### src/rtl/bcd_addsub_serial.sv
// Digit-serial packed-BCD adder/subtractor: one decade per clock, LSD first,
// decimal carry/borrow chained between digits, one-cycle done pulse at the end.
module bcd_addsub_serial #(
  parameter int DIGITS = 4,
  parameter int IDXW   = $clog2(DIGITS) + 1
) (
  input  logic                  clk,
  input  logic                  rst,
  input  logic                  start,
  input  logic [4*DIGITS-1:0]   a,
  input  logic [4*DIGITS-1:0]   b,
  input  logic                  sub,
  input  logic                  cin,
  output logic                  busy,
  output logic                  done,
  output logic [4*DIGITS-1:0]   result,
  output logic                  cout,
  output logic                  err
);

  localparam int W = 4 * DIGITS;

  typedef enum logic [1:0] {
    IDLE = 2'd0,
    RUN  = 2'd1,
    DONE = 2'd2
  } state_t;

  state_t          state, state_nx;
  logic [W-1:0]    a_q, b_q, result_q;
  logic            sub_q, carry_q, cout_q, err_q;
  logic [IDXW-1:0] idx_q;

  logic            last_digit;
  logic            in_err;
  logic [3:0]      b_dig;
  logic [3:0]      digit;
  logic [4:0]      sum;
  logic            carry_nx;
  logic [W+3:0]    res_ext;

  assign last_digit = (idx_q == IDXW'(DIGITS - 1));

  // Any non-decimal nibble in either operand poisons the whole operation.
  always_comb begin
    in_err = 1'b0;
    for (int i = 0; i < DIGITS; i++) begin
      if (a[4*i +: 4] > 4'd9 || b[4*i +: 4] > 4'd9) in_err = 1'b1;
    end
  end

  // Operands shift right each RUN cycle, so the active digit is always [3:0];
  // result digits enter from the top and reach their place after DIGITS shifts.
  always_comb begin
    // NOTE: every always_comb output gets a default first so no path can
    // leave it unassigned and infer a latch.
    carry_nx = 1'b0;
    b_dig    = sub_q ? (4'd9 - b_q[3:0]) : b_q[3:0];
    sum      = 5'(a_q[3:0]) + 5'(b_dig) + 5'(carry_q);
    digit    = sum[3:0];
    if (sum > 5'd9) begin
      digit    = 4'(sum - 5'd10);
      carry_nx = 1'b1;
    end
    res_ext = {digit, result_q};
  end

  always_ff @(posedge clk or posedge rst) begin
    // NOTE: clocked state uses non-blocking assignments so every register
    // samples pre-edge values regardless of statement order.
    if (rst) state <= IDLE;
    else     state <= state_nx;
  end

  always_comb begin
    state_nx = state;
    unique case (state)
      IDLE:    if (start)      state_nx = RUN;
      RUN:     if (last_digit) state_nx = DONE;
      DONE:                    state_nx = IDLE;
      default:                 state_nx = IDLE;
    endcase
  end

  always_ff @(posedge clk or posedge rst) begin
    if (rst) begin
      a_q      <= '0;
      b_q      <= '0;
      sub_q    <= 1'b0;
      carry_q  <= 1'b0;
      idx_q    <= '0;
      result_q <= '0;
      cout_q   <= 1'b0;
      err_q    <= 1'b0;
    end else begin
      unique case (state)
        IDLE: begin
          if (start) begin
            a_q     <= a;
            b_q     <= b;
            sub_q   <= sub;
            carry_q <= cin;
            idx_q   <= '0;
            err_q   <= in_err;
          end
        end
        RUN: begin
          a_q      <= a_q >> 4;
          b_q      <= b_q >> 4;
          carry_q  <= carry_nx;
          result_q <= res_ext[W+3:4];
          if (last_digit) begin
            cout_q <= carry_nx & ~err_q;
            if (err_q) result_q <= '0;
          end else begin
            idx_q <= idx_q + 1'b1;
          end
        end
        default: ;
      endcase
    end
  end

  assign busy   = (state != IDLE);
  assign done   = (state == DONE);
  assign result = result_q;
  assign cout   = cout_q;
  assign err    = err_q;

endmodule

### config.mk
export PLATFORM = sky130hd
export DESIGN_NAME = bcd_addsub_serial
export DESIGN_NICKNAME = d
export VERILOG_FILES = /design/src/rtl/bcd_addsub_serial.sv
export SDC_FILE = /design/constraint.sdc
export NUM_CORES = 1
export LEC_CHECK = 0
export ABC_CLOCK_PERIOD_IN_PS = 7500
export CAP_MARGIN = 25
export CELL_PAD_IN_SITES_DETAIL_PLACEMENT = 1
export CELL_PAD_IN_SITES_GLOBAL_PLACEMENT = 1
export CORE_MARGIN = 5
export CORE_UTILIZATION = 42
export CTS_BUF_LIST = sky130_fd_sc_hd__clkbuf_8 sky130_fd_sc_hd__clkbuf_16
export CTS_CLUSTER_SIZE = 10
export DETAILED_ROUTE_END_ITERATION = 10
export PLACE_DENSITY_LB_ADDON = 0.1
export SETUP_SLACK_MARGIN = 0.5
export SLEW_MARGIN = 20
export SYNTH_ARGS = -nofsm -noshare
export SYNTH_HDL_FRONTEND = slang
export SYNTH_SLANG_ARGS = --single-unit
### constraint.sdc
create_clock -name clk -period 7.5 [get_ports clk]
set_clock_uncertainty 0.1 [all_clocks]
set_input_delay 1.5 -clock clk [delete_from_list [all_inputs] [get_ports clk]]
set_output_delay 1.5 -clock clk [all_outputs]
set_load 0.01 [all_outputs]
==> summary.txt <==
Reg clk slew, reported paths -> 0.07 ns
clock buffers created by TritonCTS -> 9
max-cap violations -> 0
Syn Inst Count -> 278
relative slew slack -> 0.4468
post-CTS resize count -> 0
Syn. warnings -> 0
count leader, synth -> dfrtp_1
CP peak stage delay -> 0.49 ns
Post-synth ARST share -> 1.000
layout cells sized above 1 -> 0.07396
main flop type after synthesis -> dfrtp_1
clock sink count -> 57
number of global-route vias before repair -> 2457
Crit Path Category -> flop to output port
Nets -> 379
Post-Syn Area per Cell -> 9.987 sq um
r2r setup slk -> 4.55 ns
Largest delay share family, worst path -> buffers and inverters
hold buffers post-CTS -> 0
Worst EP required -> 5.90 ns
Initial Util -> 0.4348
worst endpoint data arrival time -> 1.57 ns
setup TNS -> 0 ns
largest net degree at the start of global routing -> 58
Peak Freq -> 315.4 MHz
Die Wd -> 91.31 um
vias per std cell -> 5.595
Reg2Reg Depth -> 10
core area -> 6386 sq um
Avg WL per Cell -> 16.86 um
PwrDens -> 455.0 nW/um^2
Final Max Tran Viols -> 0
Initial DRT Pass Iterations -> 4
final hold violations -> 0
Post-synth EDFFs -> 0
diode count -> 0
ANT nets after route -> 0
Yosys top cell area share -> 0.5137
initial antenna violation count -> 0
Die Height -> 91.31 um
hold path cells -> 2
overall via count from detail_route -> 2322
Area Overhead vs Synth -> 30.15%
GPL Wtd Cong -> 0.7982
Iteration-0 DRC Markers -> 84
fin crit share -> 0.4228
cell taking the most area after synthesis -> dfrtp_1
Leak -> 1.563 nW
final WL -> 6995 um
Worst path slowest cell -> clkdlybuf4s50_1
Synth area leaders -> dfrtp_1, mux2i_1, nand2_1, o21ai_1, a22o_1
IO Pins -> 57
final core utilization -> 0.5658
RSZ-0062 raised after global routing -> no
Net Count, Synth -> 324
Setup crit end kind -> output port
top post-synthesis cells by count -> dfrtp_1, nand2_1, o21ai_1
grt ovf -> 0
netlist area before placement -> 2776 sq um
residual DRC count -> 0
Worst setup SP type -> flop
HP Class -> flop to flop
die area -> 8337 sq um
CTS root buffer -> clkbuf_8
number of stages on the worst setup path -> 2
Yosys cell types -> 41
CTS tree -> built
Final setup viols -> 0
CTS HTree Levels -> 3
number of I/O port buffers -> 56
sequential area share after synthesis -> 0.5137
WP buf/inv -> 1
Worst IR Drop VDD -> 0.3280 mV
hpwl dp -> 4881 um
Crit Path Max Fanout -> 5
status -> finished clean
Post-CTS Repair Setup Buffers -> 0
actual transition at the worst max-transition pin -> 0.8267 ns
std cell rows -> 29
first-pass GRT wire length -> 11760 um
GRT Util Overall -> 0.1748
CP Cell Sequence -> or2_2 > clkdlybuf4s50_1
worst skew pair latency -> 0.34 ns
CTS Buffer Depth -> 2
min Tclk post-route -> 3.171 ns
#FFs+latches synth -> 57
[per-layer routing]
layer / vias up / track usage / wire, um
met5: - / 0 / 0
met4: 0 / 0.06601 / 146
met3: 16 / 0.04050 / 315
met2: 60 / 0.3059 / 3583
met1: 1150 / 0.2078 / 2949
li1: 1096 / - / -
[report_power, final]
part           leakage, nW  total [mW]  internal, mW  switching [mW]
sequential           0.736       0.506         0.428          0.0785
clock                0.101       0.285         0.153           0.132
combinational        0.726       0.853         0.379           0.474
[placed cells by master, fill, tap and decap left out, types with 2 or more instances in the layout]
master	Yosys	routed
nand4_1	3	3
or3_1	2	2
clkbuf_8	0	9
a21oi_1	8	8
inv_1	11	11
mux2i_1	21	21
clkinv_4	0	3
xnor2_1	2	2
clkdlybuf4s50_1	0	56
a311oi_1	2	2
o21ai_0	10	10
dfrtp_1	57	57
buf_4	0	3
nor2_1	7	7
and2_1	3	3
o31ai_1	2	2
nor3_1	4	4
ha_1	7	7
o21ai_1	34	34
a22o_1	13	13
nand3_1	5	5
nand2_1	49	49
fa_1	2	2
a2111o_1	2	2
[worst register-to-register path, stage by stage, from the launching register on]
cell and delay (ns):
dfrtp_1 0.44, xnor2_1 0.17, fa_1 0.39, inv_1 0.08, fa_1 0.48, inv_1 0.15
ha_1 0.22, nand2_1 0.11, o31a_1 0.15, and4_4 0.18, or3_1 0.36
[path summary, 6_finish.rpt]
kind                           from          to
setup / recovery           state[1]        busy
hold / removal              a_q[14]     a_q[10]
setup reg to reg              sub_q  result[14]
hold reg to reg             a_q[14]     a_q[10]
max in group asynchronous       rst      a_q[3]
min in group asynchronous       rst  result[14]
[stage by stage]
step	total power, mW	worst slack, ns	instance area [sq um]	hold slack, ns	cells
floorplan	1.098	4.500	2776	0.3549	278
global placement	1.316	4.193	3397	0.3648	398
detailed placement	1.357	4.166	3417	0.3761	399
CTS	1.666	4.299	3613	0.3939	415
global route	1.785	4.262	3613	0.4139	415
finish	1.644	4.329	3613	0.3875	415
[registers in the layout, summed over array words and instances, names as in the netlist]
register / flops
err: 1
cout: 1
result: 16
sub_q: 1
state: 2
b_q: 16
carry_q: 1
a_q: 16
idx_q: 3
[kinds of logic after synthesis]
family / after synthesis / synth area share
adders and majority gates: 9 / 0.04597
DFF: 57 / 0.5137
xor gates and xnor gates: 3 / 0.009465
muxes: 22 / 0.07976
buffers and inverters: 27 / 0.04056
AOI/OAI and AO/OA: 80 / 0.1816
and+or+nand+nor: 80 / 0.1289
[final cells by class]
class | count | area (sq um)
Clock buffer | 9 | 123.9
Clock inverter | 7 | 72.57
Fill cell | 709 | 2773
Inverter | 11 | 41.29
Multi-Input combinational cell | 194 | 1250
Sequential cell | 57 | 1426
Tap cell | 77 | 96.34
Timing Repair Buffer | 60 | 603.1
No activity file was read; power rests on OpenSTA's default activity.
